--- src/rtl/sync_fifo_param.sv ---
// sync_fifo_param: parametrised single-clock FIFO with count, programmable flags and standard/FWFT read modes
module sync_fifo_param #(
  parameter int WIDTH     = 8,
  parameter int DEPTH     = 16,
  parameter int AF_THRESH = 14,
  parameter int AE_THRESH = 2,
  parameter int FWFT      = 0
) (
  input  logic                       clk,
  input  logic                       rst,
  input  logic                       wr_en,
  input  logic [WIDTH-1:0]           wr_data,
  input  logic                       rd_en,
  output logic [WIDTH-1:0]           rd_data,
  output logic                       rd_valid,
  output logic                       full,
  output logic                       empty,
  output logic                       almost_full,
  output logic                       almost_empty,
  output logic [$clog2(DEPTH+1)-1:0] count,
  output logic                       wr_error,
  output logic                       rd_error
);
  localparam int PW = $clog2(DEPTH);
  localparam int CW = $clog2(DEPTH+1);
  logic [WIDTH-1:0] mem_q [DEPTH];
  logic [PW-1:0]    wr_ptr_q, rd_ptr_q;
  logic [CW-1:0]    count_q, count_d;
  logic             full_q, empty_q, af_q, ae_q, wr_err_q, rd_err_q;
  logic             wr_acc, rd_acc;
  // acceptance uses the registered flags, so a same-cycle read never frees room for a write
  always_comb begin
    wr_acc  = wr_en && !full_q;
    rd_acc  = rd_en && !empty_q;
    count_d = (wr_acc && !rd_acc) ? count_q + CW'(1) :
              (rd_acc && !wr_acc) ? count_q - CW'(1) : count_q;
  end
  always_ff @(posedge clk) begin
    if (rst) begin
      wr_ptr_q <= '0;
      rd_ptr_q <= '0;
      count_q  <= '0;
      full_q   <= 1'b0;
      empty_q  <= 1'b1;
      af_q     <= 1'b0;
      ae_q     <= 1'b1;
      wr_err_q <= 1'b0;
      rd_err_q <= 1'b0;
    end else begin
      if (wr_acc) wr_ptr_q <= (wr_ptr_q == PW'(DEPTH-1)) ? '0 : wr_ptr_q + PW'(1);
      if (rd_acc) rd_ptr_q <= (rd_ptr_q == PW'(DEPTH-1)) ? '0 : rd_ptr_q + PW'(1);
      count_q  <= count_d;
      full_q   <= count_d == CW'(DEPTH);
      empty_q  <= count_d == '0;
      af_q     <= count_d >= CW'(AF_THRESH);
      ae_q     <= count_d <= CW'(AE_THRESH);
      wr_err_q <= wr_en && full_q;
      rd_err_q <= rd_en && empty_q;
    end
  end
  always_ff @(posedge clk) begin
    if (wr_acc) mem_q[wr_ptr_q] <= wr_data;
  end
  if (FWFT != 0) begin : g_fwft
    assign rd_data  = empty_q ? '0 : mem_q[rd_ptr_q];
    assign rd_valid = !empty_q;
  end else begin : g_std
    logic [WIDTH-1:0] rd_data_q;
    logic             rd_valid_q;
    always_ff @(posedge clk) begin
      if (rst) begin
        rd_data_q  <= '0;
        rd_valid_q <= 1'b0;
      end else begin
        rd_valid_q <= rd_acc;
        if (rd_acc) rd_data_q <= mem_q[rd_ptr_q];
      end
    end
    assign rd_data  = rd_data_q;
    assign rd_valid = rd_valid_q;
  end
  assign count        = count_q;
  assign full         = full_q;
  assign empty        = empty_q;
  assign almost_full  = af_q;
  assign almost_empty = ae_q;
  assign wr_error     = wr_err_q;
  assign rd_error     = rd_err_q;
endmodule

--- config.mk ---
export PLATFORM = sky130hd
export DESIGN_NAME = sync_fifo_param
export DESIGN_NICKNAME = d
export VERILOG_FILES = /design/src/rtl/sync_fifo_param.sv
export SDC_FILE = /design/constraint.sdc
export NUM_CORES = 1
export LEC_CHECK = 0
export BUFFER_PORTS_ARGS = -buffer_cell sky130_fd_sc_hd__buf_2
export CORE_ASPECT_RATIO = 2
export CORE_MARGIN = 4
export CORE_UTILIZATION = 60
export DETAILED_ROUTE_END_ITERATION = 8
export PLACE_DENSITY = 0.78
export SLEW_MARGIN = 20
export SYNTH_ARGS = -nofsm -noshare
export SYNTH_HDL_FRONTEND = slang
export SYNTH_SLANG_ARGS = --single-unit
export TNS_END_PERCENT = 30
--- constraint.sdc ---
create_clock -name clk -period 2.2 [get_ports clk]
set_clock_uncertainty 0.05 [all_clocks]
set_input_delay 0.11 -clock clk [delete_from_list [all_inputs] [get_ports clk]]
set_output_delay 0.11 -clock clk [all_outputs]
set_load 0.03 [all_outputs]
==> flow_summary.yaml <==
detailed_routing:
  post_drt_via_cell_ratio: 6.08
  vias: 3453
  routed_wirelength_mm: 12.9
  drtIter0Drc: 236
  wl_per_cell_um: 22.7
  drcViolationCount: 0
  antenna_left: 0
  firstDrtPassIters: 4
timing:
  fin_setup_tns_ns: 0
  tightest_slew_ns: 0.622
  rsz0062_at_grt: "false"
  final-setup-viol-count: 0
  fmax_ghz: 0.503
  finalCritPeriodShare: 0.904
  holdWs_ns: 0.0218
  hold_viol: 0
  drv_slew: 0
  slew_headroom: 0.585
  finalCriticalPeriod_ns: 1.99
finish:
  final_common_cell: "edfxtp_1"
  final_cell_mix: "edfxtp_1 (128), nor2_1 (32), mux4_2 (32)"
  area_growth_pct: 16.6
  seqCellArea_um2: 4410
  nets: 439
  multiInputGateArea_um2: 1660
  stdcell_count: 568
  layout-drive-gt1-share: 0.296
  fillCellCount: 612
  stdcell_area_um2: 7220
  antenna_cells: 0
synth:
  synth_top_flop_cell: "edfxtp_1"
  yosysWarnings: 0
  async_reset_ff_frac: 0
  synthCells: 364
  synth-edff-count: 128
  synth_seq_area_share: 0.711
  synth_area_per_cell_um2: 17.0
  synth_cell_type_count: 47
  ys_top_cells_by_area: "edfxtp_1 (62%), mux4_2 (12%), dfxtp_1 (9.1%)"
  synth_top_area_frac: 0.621
  netlist_area_um2: 6190
  ys_ff_latch: 156
  synth_area_leader_cell: "edfxtp_1"
  synth_nets: 383
critical_path:
  r2r_start: "rd_ptr_q[0]"
  crit_fanout: 10
  critPathCapture: "rd_data[4]"
  reg2reg_to: "rd_data[4]"
  startpoint: "rd_ptr_q[0]"
  r2r_slack_ns: 0.21
  crit_required_ns: 2.42
  arrival_ns: 2.21
  reg2reg_depth: 6
  start_kind: "register"
  endpoint_kind: "register"
  critPathKind: "register to register"
pwr:
  power_density_nw_per_um2: 963
  p_leak_nw: 2.44
  ir_drop_mv: 0.775
clock_network:
  hold_buffers: 2
  ctsResizeCount: 0
  cts_tree: "built"
  numCtsBuffers: 17
  clk_pin_slew_worst_paths_ns: 0.06
  post_cts_buffers: 0
  clkSinkCount: 156
  cts.path.max_buffers: 2
  htree_levels: 4
  clk_latency_ns: 0.41
  cts_root_buffer: "clkbuf_16"
global_route:
  grt_usage: 0.232
  grt_pass1_wl_mm: 19.5
  overflow: 0
  grt_antenna_before_repair: 0
  grt_pass1_vias: 3500
  grt_max_degree: 37
hold_path:
  min_path_cells: 1
  hold_class: "input port to register"
outcome:
  outcome: "complete, no violations"
place:
  dp_hpwl_mm: 8.67
  gp_congestion: 0.840
  place_inst: 534
  io_buffers: 31
  placed_cell_area_um2: 6620
floorplan:
  die_x_um: 79.8
  core-area_um2: 10100
  io_pins: 32
  die_y_um: 152
  floorplan.initialDensity: 0.614
  dieArea_um2: 12100
  row_count: 52
run:
  drv_cap: 0
metal layers:
layer / up-vias / wire [µm] / global-route usage
met5: - / 0 / 0
met4: 0 / 431 / 0.107
met3: 29 / 641 / 0.0675
met2: 128 / 7590 / 0.429
met1: 1748 / 4240 / 0.234
li1: 1548 / - / -
cells in the mapped netlist, types with 2 or more instances:
cell type,count
edfxtp_1,128
mux4_2,32
nor2_1,32
dfxtp_1,28
a21oi_1,25
a22oi_1,16
nand2_1,16
nor3_1,10
clkbuf_1,9
ha_1,7
inv_1,6
buf_1,5
nand2b_1,4
buf_2,3
nor2b_1,3
a211oi_1,2
a41o_1,2
buf_4,2
buf_6,2
nand3_1,2
o21ai_0,2
or3_1,2
xor2_1,2
stage by stage:
step           setup WS [ns]  total power [mW]   util
3_3_place_gp           0.325              4.18  0.657
4_1_cts                0.218              6.99  0.716
3_5_place_dp           0.262              4.21  0.657
5_1_grt                0.111              7.20  0.716
2_1_floorplan         0.0784              3.97      -
6_report               0.211              6.95  0.716
layout make-up:
class,count,area share
Clock buffer,18,0.0595
Sequential cell,156,0.610
Timing Repair Buffer,58,0.0537
Tap cell,135,0.0234
Clock inverter,14,0.0201
Inverter,6,0.00312
Multi-Input combinational cell,181,0.230
critical path, stage by stage, from the launching register on:
cell     delay [ns]
dfxtp_2        0.36
buf_4          0.25
mux4_2         0.56
a22oi_1        0.29
a21oi_1        0.10
a21oi_1        0.16
nor2_1         0.07
cell families (layout without fill, tap and decap cells):
family | Yosys count | count (layout) | share of synthesized area
AOI/OAI and AO/OA | 57 | 57 | 0.0641
buffers and inverters | 27 | 96 | 0.0206
muxes | 32 | 32 | 0.116
DFF | 156 | 156 | 0.711
xor gates and xnor gates | 4 | 4 | 0.00687
and+or+nand+nor | 81 | 81 | 0.0665
adders and majority gates | 7 | 7 | 0.0141
state kept, by name, summed over array words and instances, names as in the netlist:
signal	flops
mem_q	128
rd_data	8
count	5
rd_ptr_q	4
wr_ptr_q	4
almost_empty	1
almost_full	1
empty	1
full	1
rd_error	1
rd_valid	1
wr_error	1
worst min-delay path by stage:
stage / startpoint / to / slack [ns]
after floorplan: wr_data[0] / mem_q[0][0] / 0.16
after global placement: wr_en / wr_error / 0.30
after detailed placement: wr_en / wr_error / 0.31
after CTS: wr_data[3] / mem_q[6][3] / 0.01
after global routing: wr_data[2] / mem_q[13][2] / 0.01
final: wr_data[2] / mem_q[14][2] / 0.02
power breakdown:
part | internal [mW] | total (mW) | switching, mW
Clock | 1.67 | 2.80 | 1.13
Combinational | 0.326 | 0.811 | 0.485
Sequential | 3.28 | 3.34 | 0.0627
Total | 5.27 | 6.95 | 1.68
No activity file was read; power rests on OpenSTA's default activity.
